File: src/rtl/o_store_pkg.sv
`default_nettype none
// ============================================================================
// Module      : o_store_pkg
// Description : Shared definitions for the output feature store. Holds the
//               default widths (mirroring the network_para.vh values), the
//               FSM state encoding and the lane-count helper.
// Revision    : 1.0 - initial release
// ============================================================================
package o_store_pkg;

    // Default widths, tied to the network parameter header values
    localparam int c_FEATURE_WIDTH  = 8;
    localparam int c_SCALER_WIDTH   = 8;
    localparam int c_IN_WIDTH       = c_FEATURE_WIDTH + c_SCALER_WIDTH;
    localparam int c_DATA_BUS_WIDTH = 128;
    localparam int c_ADDR_WIDTH     = 16;
    localparam int c_FIFO_DEPTH     = 4;
    localparam int c_CNT_WIDTH      = 8;

    // FSM state encoding
    localparam logic [1:0] c_ST_IDLE = 2'd0;
    localparam logic [1:0] c_ST_RUN  = 2'd1;
    localparam logic [1:0] c_ST_DONE = 2'd2;

    // Number of samples packed into one bus word
    function automatic int calc_lanes(input int bus_width, input int in_width);
        return bus_width / in_width;
    endfunction

endpackage : o_store_pkg
`default_nettype wire

File: src/rtl/o_word_fifo.sv
`default_nettype none
// ============================================================================
// Module      : o_word_fifo
// Description : Synchronous WIDTH x DEPTH word FIFO with a first-word
//               fall-through head. DEPTH must be a power of two (>= 2).
//               Pointers carry one extra wrap bit to tell full from empty.
// Ports       : clk     - clock (rising edge)
//               rst     - asynchronous active-low reset (empties the FIFO)
//               i_push  - write i_data this cycle (caller guarantees !o_full)
//               i_data  - word to write
//               i_pop   - drop the head this cycle (caller guarantees !o_empty)
//               o_head  - current head word, forced to 0 while empty
//               o_full  - FIFO holds DEPTH words
//               o_empty - FIFO holds no words
// Revision    : 1.0 - initial release
// ============================================================================
module o_word_fifo #(
    parameter int WIDTH = 128,
    parameter int DEPTH = 4
) (
    input  logic             clk,
    input  logic             rst,
    input  logic             i_push,
    input  logic [WIDTH-1:0] i_data,
    input  logic             i_pop,
    output logic [WIDTH-1:0] o_head,
    output logic             o_full,
    output logic             o_empty
);

    localparam int c_AW = $clog2(DEPTH);

    logic [WIDTH-1:0] r_mem [DEPTH];
    logic [c_AW:0]    r_wptr;
    logic [c_AW:0]    r_rptr;

    // Storage needs no reset: the head is masked while the FIFO is empty
    always_ff @(posedge clk) begin
        if (i_push) begin
            r_mem[r_wptr[c_AW-1:0]] <= i_data;
        end
    end

    always_ff @(posedge clk or negedge rst) begin
        if (!rst) begin
            r_wptr <= '0;
            r_rptr <= '0;
        end else begin
            if (i_push) begin
                r_wptr <= r_wptr + 1'b1;
            end
            if (i_pop) begin
                r_rptr <= r_rptr + 1'b1;
            end
        end
    end

    assign o_empty = (r_wptr == r_rptr);
    assign o_full  = (r_wptr[c_AW] != r_rptr[c_AW]) &&
                     (r_wptr[c_AW-1:0] == r_rptr[c_AW-1:0]);
    assign o_head  = o_empty ? '0 : r_mem[r_rptr[c_AW-1:0]];

endmodule : o_word_fifo
`default_nettype wire

File: src/rtl/o_feature_store.sv
`default_nettype none
// ============================================================================
// Module      : o_feature_store
// Description : Output write-back unit. Packs scaled feature samples into
//               bus words (lane 0 = LSBs = first sample), buffers them in a
//               small word FIFO and writes them to external feature memory
//               at consecutive word addresses with a ready handshake.
//               Signals completion with a one-cycle store_done pulse.
// Ports       : clk             - clock (rising edge)
//               rst             - asynchronous active-low reset
//               store_enable    - start pulse (ignored unless idle)
//               dst_addr        - base word address, sampled on start
//               store_counter   - number of words to write, sampled on start
//               feature_in      - scaled feature sample
//               feature_valid   - feature_in valid
//               feature_ready   - sample accepted this cycle when valid
//               o_data_bus_port - write data (FIFO head)
//               o_feature_addr  - write address (base + words written)
//               o_feature_wr_en - write request, held until accepted
//               o_wr_ready      - memory accepts the current write
//               busy            - store in progress
//               store_done      - one-cycle completion pulse
// Revision    : 1.0 - initial release
// ============================================================================
module o_feature_store
    import o_store_pkg::*;
#(
    parameter int IN_WIDTH       = c_IN_WIDTH,
    parameter int DATA_BUS_WIDTH = c_DATA_BUS_WIDTH,
    parameter int ADDR_WIDTH     = c_ADDR_WIDTH,
    parameter int FIFO_DEPTH     = c_FIFO_DEPTH
) (
    input  logic                      clk,
    input  logic                      rst,
    input  logic                      store_enable,
    input  logic [ADDR_WIDTH-1:0]     dst_addr,
    input  logic [c_CNT_WIDTH-1:0]    store_counter,
    input  logic [IN_WIDTH-1:0]       feature_in,
    input  logic                      feature_valid,
    output logic                      feature_ready,
    output logic [DATA_BUS_WIDTH-1:0] o_data_bus_port,
    output logic [ADDR_WIDTH-1:0]     o_feature_addr,
    output logic                      o_feature_wr_en,
    input  logic                      o_wr_ready,
    output logic                      busy,
    output logic                      store_done
);

    localparam int c_LANES  = calc_lanes(DATA_BUS_WIDTH, IN_WIDTH);
    localparam int c_LANE_W = (c_LANES > 1) ? $clog2(c_LANES) : 1;

    logic [1:0]                r_state;
    logic [1:0]                w_state_nxt;
    logic [c_LANE_W-1:0]       r_lane_cnt;
    logic [c_CNT_WIDTH-1:0]    r_words_packed;
    logic [c_CNT_WIDTH-1:0]    r_words_written;
    logic [c_CNT_WIDTH-1:0]    r_target;
    logic [ADDR_WIDTH-1:0]     r_base;
    logic [DATA_BUS_WIDTH-1:0] r_pack;
    logic [DATA_BUS_WIDTH-1:0] w_word;

    logic w_start;
    logic w_accept;
    logic w_lane_last;
    logic w_push;
    logic w_wr_hs;
    logic w_last_write;
    logic w_fifo_full;
    logic w_fifo_empty;

    assign w_start      = (r_state == c_ST_IDLE) && store_enable;
    assign feature_ready = (r_state == c_ST_RUN) && !w_fifo_full &&
                           (r_words_packed < r_target);
    assign w_accept     = feature_valid && feature_ready;
    assign w_lane_last  = (r_lane_cnt == c_LANE_W'(c_LANES - 1));
    assign w_push       = w_accept && w_lane_last;
    assign w_wr_hs      = o_feature_wr_en && o_wr_ready;
    assign w_last_write = ((r_words_written + 1'b1) == r_target);

    // Word being assembled with the incoming sample dropped into its lane,
    // so the final lane can be pushed on the same edge it is accepted.
    for (genvar g = 0; g < c_LANES; g++) begin : g_lane
        assign w_word[g*IN_WIDTH +: IN_WIDTH] =
            (r_lane_cnt == c_LANE_W'(g)) ? feature_in
                                         : r_pack[g*IN_WIDTH +: IN_WIDTH];
    end

    // ---------------------------------------------------------------- FSM
    always_ff @(posedge clk or negedge rst) begin
        if (!rst) begin
            r_state <= c_ST_IDLE;
        end else begin
            r_state <= w_state_nxt;
        end
    end

    always_comb begin
        w_state_nxt = r_state;
        case (r_state)
            c_ST_IDLE: begin
                if (store_enable) begin
                    w_state_nxt = (store_counter == '0) ? c_ST_DONE : c_ST_RUN;
                end
            end
            c_ST_RUN: begin
                if (w_wr_hs && w_last_write) begin
                    w_state_nxt = c_ST_DONE;
                end
            end
            c_ST_DONE: w_state_nxt = c_ST_IDLE;
            default:   w_state_nxt = c_ST_IDLE;
        endcase
    end

    assign busy       = (r_state != c_ST_IDLE);
    assign store_done = (r_state == c_ST_DONE);

    // ------------------------------------------- packer and address counter
    always_ff @(posedge clk or negedge rst) begin
        if (!rst) begin
            r_base          <= '0;
            r_target        <= '0;
            r_lane_cnt      <= '0;
            r_words_packed  <= '0;
            r_words_written <= '0;
            r_pack          <= '0;
        end else if (w_start) begin
            r_base          <= dst_addr;
            r_target        <= store_counter;
            r_lane_cnt      <= '0;
            r_words_packed  <= '0;
            r_words_written <= '0;
        end else begin
            if (w_accept) begin
                r_pack <= w_word;
                if (w_lane_last) begin
                    r_lane_cnt     <= '0;
                    r_words_packed <= r_words_packed + 1'b1;
                end else begin
                    r_lane_cnt <= r_lane_cnt + 1'b1;
                end
            end
            if (w_wr_hs) begin
                r_words_written <= r_words_written + 1'b1;
            end
        end
    end

    // Address wraps naturally modulo 2^ADDR_WIDTH
    assign o_feature_addr  = r_base + ADDR_WIDTH'(r_words_written);
    assign o_feature_wr_en = !w_fifo_empty;

    o_word_fifo #(
        .WIDTH (DATA_BUS_WIDTH),
        .DEPTH (FIFO_DEPTH)
    ) u_word_fifo (
        .clk     (clk),
        .rst     (rst),
        .i_push  (w_push),
        .i_data  (w_word),
        .i_pop   (w_wr_hs),
        .o_head  (o_data_bus_port),
        .o_full  (w_fifo_full),
        .o_empty (w_fifo_empty)
    );

endmodule : o_feature_store
`default_nettype wire

File: config.mk
export PLATFORM = sky130hd
export DESIGN_NAME = o_feature_store
export DESIGN_NICKNAME = d
export VERILOG_FILES = /design/src/rtl/o_store_pkg.sv /design/src/rtl/o_word_fifo.sv /design/src/rtl/o_feature_store.sv
export SDC_FILE = /design/constraint.sdc
export NUM_CORES = 1
export LEC_CHECK = 0
export CAP_MARGIN = 20
export CORE_UTILIZATION = 30
export DETAILED_ROUTE_END_ITERATION = 16
export PLACE_DENSITY_LB_ADDON = 0.1
export SKIP_CTS_REPAIR_TIMING = 1
export SYNTH_ARGS = -nofsm -noshare
export SYNTH_HDL_FRONTEND = slang
export SYNTH_SLANG_ARGS = --single-unit
File: constraint.sdc
create_clock -name clk -period 5.65 [get_ports clk]
set_input_delay 0.8475 -clock clk [delete_from_list [all_inputs] [get_ports clk]]
set_output_delay 0.8475 -clock clk [all_outputs]
set_load 0.05 [all_outputs]
# Yosys cells after proc, flatten, opt, wreduce, memory -nomap -nowiden
# Memories as Yosys holds them, arrays and structs flattened.
# Cells that the tools add are included.
[classes]
n_eq_ne = 15
n_lt_le_gt_ge = 1
bitwise = 1
muxes = 23
n_reduce_logical = 20
addsub = 6
[op_table]
columns = ["op", "n"]
rows = [
  ["two-way mux 128 bit", 1],
  ["two-way mux 16 bit", 8],
  ["two-way mux 8 bit", 5],
  ["adder 16 x 8 -> 16 bit", 1],
  ["adder 8 x 1 -> 8 bit, second input constant", 2],
  ["equality test 3 bit, second input constant", 4],
  ["adder 3 x 1 -> 3 bit, second input constant", 3],
  ["two-way mux 3 bit", 3],
  ["equality test 8 bit", 1],
  ["logical AND 1 bit", 8],
  ["logical NOT 8 bit", 1],
  ["< comparator 8 bit", 1],
  ["nonzero test 2 bit", 4],
  ["equality test 3 x 2 -> 1 bit, second input constant", 2],
  ["two-way mux 2 bit", 3],
  ["AND reduction 2 bit", 3],
  ["case mux 2 bit (2 select lines)", 1],
  ["equality test 3 x 1 -> 1 bit, second input constant", 1],
  ["equality test 3 bit", 1],
  ["logical NOT 3 bit", 1],
  ["equality test 2 x 1 -> 1 bit, second input constant", 1],
  ["equality test 2 bit", 1],
  ["equality test 2 bit, second input constant", 1],
  ["logical NOT 1 bit", 2],
  ["other kinds (6)", 7],
]
[word_totals]
register_bits = 179
in_bits = 45
memories = 1
output_inout_bits = 148
elab_cells = 76
ram_bits = 512
[memory_table]
columns = ["name", "words", "width", "rd", "rd_ports_with_merged_regs", "write_ports", "line", "rtl"]
rows = [
  ["u_word_fifo.r_mem", 4, 128, 1, 0, 1, "o_word_fifo.sv:33", "logic [WIDTH-1:0] r_mem [DEPTH];"],
]

# Depth between registers and ports, before layout
# Gate-level depths: netlist of the first run.
[logic_depth]
ltp_word = 9
ltp_mapped = 11
ltp_nobuf = 9

# Hierarchy
# From an unflattened synthesis of the first run, not the netlist that was laid out.
[unflattened]
cells_unflattened = 1877
hier_area_um2 = 29258.1
[modules_own_cells]
columns = ["mod", "instances", "cells_each", "seq_area_each_um2", "area_each_um2"]
rows = [
  ["o_word_fifo", 1, 870, 15524.9, 20156.8],
  ["o_feature_store", 1, 1007, 4329.2, 9101.2],
]

# Least setup slack after synthesis of the first run
# OpenSTA, ideal clock, no wires.
[synth_path]
path_kind = "register to register"
from = "reg r_words_packed[1]"
to = "mem u_word_fifo.r_mem[1][0] (enable)"
path_stages_with_launch = 8
period_less_slack_ns = 5.226
path_buffers = 2
setup_ns = 0.503
setup_slack_ns = 0.424
t_arrival_ns = 4.723
t_required_ns = 5.147
path_cell_list = "dfrtp_1 ha_1 a21o_1 a211oi_1 o21a_1 buf_2 buf_2 and3_1"
[synth_between]
elab_chain_cells = 6
[synth_lines]
columns = ["item", "line", "rtl"]
rows = [
  ["start, declared", "o_feature_store.sv:55", "logic [c_CNT_WIDTH-1:0] r_words_packed;"],
  ["start signal, assigned", "o_feature_store.sv:138", "r_words_packed <= r_words_packed + 1'b1;"],
  ["< comparator 8 bit", "o_feature_store.sv:73", "(r_words_packed < r_target);"],
  ["logical AND 1 bit", "o_feature_store.sv:72", "assign feature_ready = (r_state == c_ST_RUN) && !w_fifo_full &&"],
  ["logical AND 1 bit", "o_feature_store.sv:74", "assign w_accept = feature_valid && feature_ready;"],
  ["logical AND 1 bit", "o_feature_store.sv:76", "assign w_push = w_accept && w_lane_last;"],
  ["two-way mux 1 bit", "o_word_fifo.sv:39", "if (i_push) begin"],
  ["two-way mux 1 bit (implied by the code)", "o_word_fifo.sv:40", "r_mem[r_wptr[c_AW-1:0]] <= i_data;"],
  ["end, declared", "o_word_fifo.sv:33", ""],
]
# Every way passes these cells.

# Final worst setup path of the first run
[layout_path]
from = "reg r_words_written[2]"
to = "out o_feature_addr[15]"
[layout_between]
elab_chain_cells = 1
[layout_lines]
columns = ["item", "line", "rtl"]
rows = [
  ["start, declared", "o_feature_store.sv:56", "logic [c_CNT_WIDTH-1:0] r_words_written;"],
  ["start signal, assigned", "o_feature_store.sv:144", "r_words_written <= r_words_written + 1'b1;"],
  ["adder 16 x 8 -> 16 bit", "o_feature_store.sv:150", "assign o_feature_addr = r_base + ADDR_WIDTH'(r_words_written);"],
  ["end, declared", "o_feature_store.sv:42", "output logic [ADDR_WIDTH-1:0] o_feature_addr,"],
]
# Every way passes these cells.

==> results.tsv, run 1 <==
stage	metric	value	unit
min_path	Min-Delay Path Class	input port to asynchronous set/reset pin	
floorplan	DIE HEIGHT	311.1	um
floorplan	Std-Cell Rows	113	
global_routing	largest net degree at the start of global routing	131	
layout	layout cells sized above 1	0.1988	
layout	fin util	0.3675	
sta	Final Max Tran Viols	0	
synth	Synth Area in Simple Gates	0.1037	
floorplan	Die X	311.1	um
sta	clock skew	0.01946	ns
synth	Syn Std Cell Area	0.02867	mm^2
synth	Synth Flop Type	edfxtp_1	
setup_path	Setup crit start kind	register	
job	max cap viols	0	
routing	Via density	4.685	
sta	final hold viol count	0	
power_and_ir_drop	LEAKAGE	12.89	nW
global_routing	initial antenna violation count	12	
routing	1st-iter DRT viols	956	
synth	sequential element share of the synthesized area	0.6925	
synth	mux cell area share after synthesis	0.1512	
setup_path	kind of critical path	register to output port	
setup_path	CP required	4.80	ns
sta	FMAX	0.2122	GHz
synth	largest family of logic cells by synthesized area	multiplexers	
clocking	clock transition at the registers of the reported paths	0.06	ns
setup_path	CP arrival	3.86	ns
clocking	TritonCTS Sinks	691	
synth	Synth Area in Adders	0.01292	
clocking	Skew-Pair Late Insertion Delay	0.62	ns
synth	synth cell count leaders	edfxtp_1, nand2_1, dfrtp_1, and2_1, mux2_2	
setup_path	Crit Reg-Reg Startpoint	u_word_fifo.r_rptr[0]	
setup_path	Reg2Reg Depth	6	
synth	Compound-Gate Fraction of Synth Area	0.01244	
synth	Yosys top cell by area	edfxtp_1	
synth	Yosys top cell area share	0.5363	
routing	post-route ant nets	0	
global_routing	grt met3 use	0.03019	
clocking	H-tree level count	3	
setup_path	R2R Setup Slk	1.85	ns
sta	final worst path period share	0.8340	
clocking	CTS root buf	clkbuf_16	
sta	Worst Tran Pin Value	1.120	ns
setup_path	FF-to-FF End	u_word_fifo.r_mem[3][18]	
synth	synthesized-area fraction occupied by xor and xnor cells	0.01130	
sta	post-route setup TNS	0	ns
synth	Post-Syn Instances	1859	
routing	Routed wire per std cell	22.65	um
floorplan	# IOs	193	
placed_design	GP Congestion	0.7606	
sta	# setup viols final	0	
synth	Netlist cell types	46	
synth	syn_nets	1933	
floorplan	initial cell density of the core	0.3022	
layout	Final Non-Filler Cells	3407	
sta	RSZ-0062 raised after global routing	no	
floorplan	Die ar.	0.09680	mm^2
status	status	completed	
layout	area grow syn2layout	21.61	%
power_and_ir_drop	Power Density	623.1	mW/mm^2
synth	Post-synth EDFFs	512	
synth	Seq cells post-synth	691	
clocking	CTS tree	built	
global_routing	GR Util met2	0.2610	
global_routing	gr usage total	0.1606	
routing	DRC viols	0	
synth	Area contributors post-synth	edfxtp_1, dfrtp_1, mux4_2, nand2_1, mux2_2	
placed_design	placed instance count	3255	
global_routing	first-pass GRT wire length	114200	um
global_routing	number of global-route vias before repair	16868	
clocking	CTS buffer count	79	
routing	Routed WL	77180	um
layout	Final #Nets	2145	
global_routing	grt met1 use	0.2204	
synth	most frequent cell after synthesis	edfxtp_1	
routing	via count	15961	
global_routing	GR peak layer	met2	
placed_design	Port-buffer cells	192	
setup_path	CP max FO	10	
clocking	Clock Path Buffers	3	
placed_design	dpl hpwl	42770	um
routing	Pre-antenna DRT Iters	5	
synth	yosys warns	0	
setup_path	Setup crit end kind	output port	
synth	Avg Synthesized Cell Area	15.42	um^2
sta	Period minus WS final	4.712	ns
global_routing	Remaining Overflow, GRT	0	
power_and_ir_drop	Max VDD drop	0.4149	mV
synth	asr flop ratio synth	0.2590	
floorplan	core area	0.09487	mm^2
sta	worst slew margin relative to its limit	0.2512	
[cell usage in the layout, fill, tap and decap left out, types with 22 or more instances in the layout]
cell type / count
nand2_1: 471
clkbuf_16: 80
ha_1: 28
dfrtp_1: 177
mux4_2: 128
clkbuf_1: 22
mux2_2: 129
clkdlybuf4s50_1: 191
and2_1: 130
edfxtp_1: 512
xnor2_1: 25
[per-stage QoR]
stage | total power, mW | setup WS [ns] | hold WS [ns] | area, um^2
floorplan | 13.65 | 0.4238 | 0.4344 | 28670
global placement | 16.96 | 1.598 | 0.4506 | 32270
detailed placement | 17.09 | 1.556 | 0.4566 | 32320
CTS | 22.13 | 0.8519 | 0.3092 | 34850
global route | 22.85 | 0.7237 | 0.3263 | 34850
finish | 21.73 | 0.9380 | 0.2724 | 34860
[logic make-up after synthesis]
kind of cell               count (synthesis)
AOI/OAI and AO/OA                         58
xor gates and xnor gates                  37
adders and majority gates                 29
buffers and inverters                    117
DFF                                      691
muxes                                    257
and+or+nand+nor                          670
[per-layer routing]
metal	wire (um)	part of all wire	vias up
met1	34670	0.45	8246
met2	36820	0.48	396
met4	1359	0.018	2
met3	4319	0.056	87
li1	-	-	7230
met5	11	0.00014	-
[power by group]
part	leakage [nW]	internal, mW	total, mW	switching, mW
combinational	4.68	3.49	9.86	6.36
clock	1.23	2.88	4.96	2.08
sequential	6.98	6.57	6.91	0.332
total	12.9	12.9	21.7	8.78
[cell type report]
| class | instances | area (um^2) |
|---|---|---|
| Antenna cell | 4 | 10.01 |
| Clock buffer | 114 | 2250 |
| Clock inverter | 34 | 287.8 |
| Fill cell | 8949 | 60010 |
| Inverter | 20 | 75.07 |
| Multi-Input combinational cell | 1051 | 8397 |
| Sequential cell | 691 | 19860 |
| Tap cell | 1265 | 1583 |
| Timing Repair Buffer | 228 | 2400 |
[worst max path at each step]
stage	start	depth (start not counted)	end	slack, ns
after global placement	r_words_written[2]	7	o_feature_addr[15]	1.60
final	r_words_written[2]	7	o_feature_addr[15]	0.94
after detailed placement	r_words_written[2]	7	o_feature_addr[15]	1.56
after floorplan	r_words_packed[1]	7	u_word_fifo.r_mem[1][0]	0.42
after global routing	r_words_written[2]	7	o_feature_addr[15]	0.72
after CTS	r_words_written[2]	7	o_feature_addr[15]	0.85
[flip-flops by register name, indices dropped and copies added, names as in the netlist]
name / count
r_pack: 128
r_base: 16
r_words_written: 8
r_lane_cnt: 3
r_target: 8
u_word_fifo.r_rptr: 3
u_word_fifo.r_mem: 512
r_state: 2
r_words_packed: 8
u_word_fifo.r_wptr: 3
[worst max-delay path, cell delays in order, from the launching register on]
cell and delay, ns:
dfrtp_1 0.50, ha_1 0.39, a21oi_1 0.12, o211a_1 0.25, o41ai_1 0.78, nand4_1 0.20, xnor2_1 0.18, clkdlybuf4s50_1 0.82
Note: power is estimated with default switching activity, not from simulation.
==> run 2: changes to the inputs <==
- clock period: 5.65 -> 4.7 ns (I/O delays scaled with it)
==> run 2 against run 1 <==
Global-route usage fell by 0.28 points. Critical path depth rose by 3. Clock-buffer cell count fell by 5. Sequential cell count did not move. Clock power rose by 30%. Via count rose by 0.33%. Worst setup slack got worse by 0.67 ns. Highest routed layer unchanged. Largest power group unchanged. Hold slack got worse by 0.10 ns. Combinational power rose by 18%. Final area rose by 0.36%.
==> results.tsv, run 2 (synthesized netlist as in run 1, its figures left out) <==
stage	metric	value	unit
status	status	completed	
layout	Final #Nets	2142	
routing	Routed WL	76260	um
job	max cap viols	0	
setup_path	Crit path max-delay family	buffers and inverters	
routing	Pre-antenna DRT Iters	6	
sta	Period minus WS final	4.430	ns
routing	1st-iter DRT viols	926	
floorplan	initial cell density of the core	0.3022	
global_routing	first-pass GRT wire length	112200	um
setup_path	CP arrival	3.73	ns
setup_path	Reg2Reg Depth	6	
layout	layout cells sized above 1	0.1981	
placed_design	dpl hpwl	42000	um
clocking	CTS buffer count	78	
placed_design	GP Congestion	0.7374	
routing	post-route ant nets	0	
power_and_ir_drop	LEAKAGE	12.98	nW
power_and_ir_drop	Max VDD drop	0.4683	mV
routing	Via density	4.716	
sta	final hold viol count	0	
setup_path	CP required	3.99	ns
setup_path	crit path max-delay cell type	clkdlybuf4s50_1	
global_routing	initial antenna violation count	14	
setup_path	Setup crit start kind	register	
routing	via count	16014	
setup_path	critical path launch point	r_words_written[0]	
sta	worst slew margin relative to its limit	0.2292	
setup_path	Buffers & Inverters on Critical Path	2	
setup_path	Worst path depth	10	
global_routing	number of global-route vias before repair	16573	
setup_path	Crit Reg-Reg Startpoint	r_words_packed[1]	
clocking	CTS root buf	clkbuf_16	
floorplan	# IOs	193	
setup_path	CP max FO	7	
layout	max reg flops	512	
sta	Worst Tran Pin Value	1.153	ns
clocking	TritonCTS Sinks	691	
setup_path	Max stage delay on crit path	0.82	ns
setup_path	Setup crit end kind	output port	
sta	# setup viols final	0	
sta	post-route setup TNS	0	ns
sta	hold slack	0.1692	ns
clocking	CTS tree	built	
layout	fillcell total	8934	
routing	DRC viols	0	
clocking	Skew-Pair Late Insertion Delay	0.61	ns
clocking	clock transition at the registers of the reported paths	0.07	ns
setup_path	R2R Setup Slk	1.23	ns
sta	Final Max Tran Viols	0	
global_routing	largest net degree at the start of global routing	131	
clocking	Clock Path Buffers	3	
layout	area grow syn2layout	22.04	%
floorplan	DIE HEIGHT	311.1	um
sta	RSZ-0062 raised after global routing	no	
floorplan	Die ar.	0.09680	mm^2
power_and_ir_drop	Power Density	753.7	mW/mm^2
sta	FMAX	0.2257	GHz
global_routing	Remaining Overflow, GRT	0	
setup_path	crit-path cells	ha_1, inv_1, fa_1, nor2b_1, o21ai_0, a21o_1, a21oi_1, nand3_1, xnor2_1, clkdlybuf4s50_1	
sta	clock skew	0.02126	ns
min_path	Min-Delay Path Class	input port to asynchronous set/reset pin	
routing	Routed wire per std cell	22.46	um
clocking	H-tree level count	3	
setup_path	kind of critical path	register to output port	
setup_path	FF-to-FF End	u_word_fifo.r_mem[1][85]	
power_and_ir_drop	Power, Total	26.37	mW
sta	final worst path period share	0.9426	
setup_path	CP Capture Point	o_feature_addr[14]	
layout	most frequent cells in the layout	edfxtp_1, nand2_1, clkdlybuf4s50_1	
global_routing	gr usage total	0.1578	
floorplan	Std-Cell Rows	113	
layout	commonest non-fill, non-tap cell in the layout	edfxtp_1	
floorplan	Die X	311.1	um
placed_design	Port-buffer cells	192	
floorplan	core area	0.09487	mm^2
run 2: cell types whose count changed in the layout (fill, tap and decap cells not counted), moves of 3 or more:
cell	delta
clkbuf_8	-3
clkinvlp_4	-6
inv_6	-3
bufinv_16	+10
diode_2	-3
clkbuf_1	-4
run 2: worst min path at each step:
stage,start,end,slack (ns),cells after the start
after floorplan,rst,r_base[0],0.41,0
after global placement,r_pack[47],r_pack[47],0.45,2
after detailed placement,r_pack[92],r_pack[92],0.46,2
after CTS,rst,r_pack[116],0.16,1
after global routing,rst,r_pack[118],0.20,1
final,rst,r_pack[118],0.17,1
run 2: stage by stage:
step	cell area (um^2)	instances	setup WS, ns	utilization
after floorplan	28670	1859	0.9318	-
after global placement	32250	3253	0.8826	0.3399
after detailed placement	32250	3253	0.8800	0.3399
after CTS	34980	3395	0.1864	0.3688
after global routing	34980	3395	0.03140	0.3688
final	34990	3396	0.2696	0.3688
run 2: final cells by class:
| type | instances | area (um^2) | area share |
|---|---|---|---|
| Sequential cell | 691 | 19860 | 0.5677 |
| Multi-Input combinational cell | 1051 | 8397 | 0.2400 |
| Timing Repair Buffer | 226 | 2332 | 0.06666 |
| Clock buffer | 109 | 2243 | 0.06412 |
| Tap cell | 1265 | 1583 | 0.04524 |
| Clock inverter | 33 | 493.0 | 0.01409 |
| Inverter | 20 | 75.07 | 0.002146 |
| Antenna cell | 1 | 2.502 | 0.00007152 |
run 2: metal layers:
metal  vias to the layer above  track usage  wire length [um]
met2                       389       0.2564             36420
met1                      8341       0.2183             34900
met4                         2      0.04064              1323
li1                       7199            -                 -
met3                        83      0.02746              3605
met5                         -            0                17
run 2: where the power goes:
group | leakage, nW | internal (mW) | total, mW | switching, mW
Clock | 1.35 | 4.00 | 6.45 | 2.45
Combinational | 4.65 | 4.17 | 11.6 | 7.46
Sequential | 6.98 | 7.90 | 8.29 | 0.385
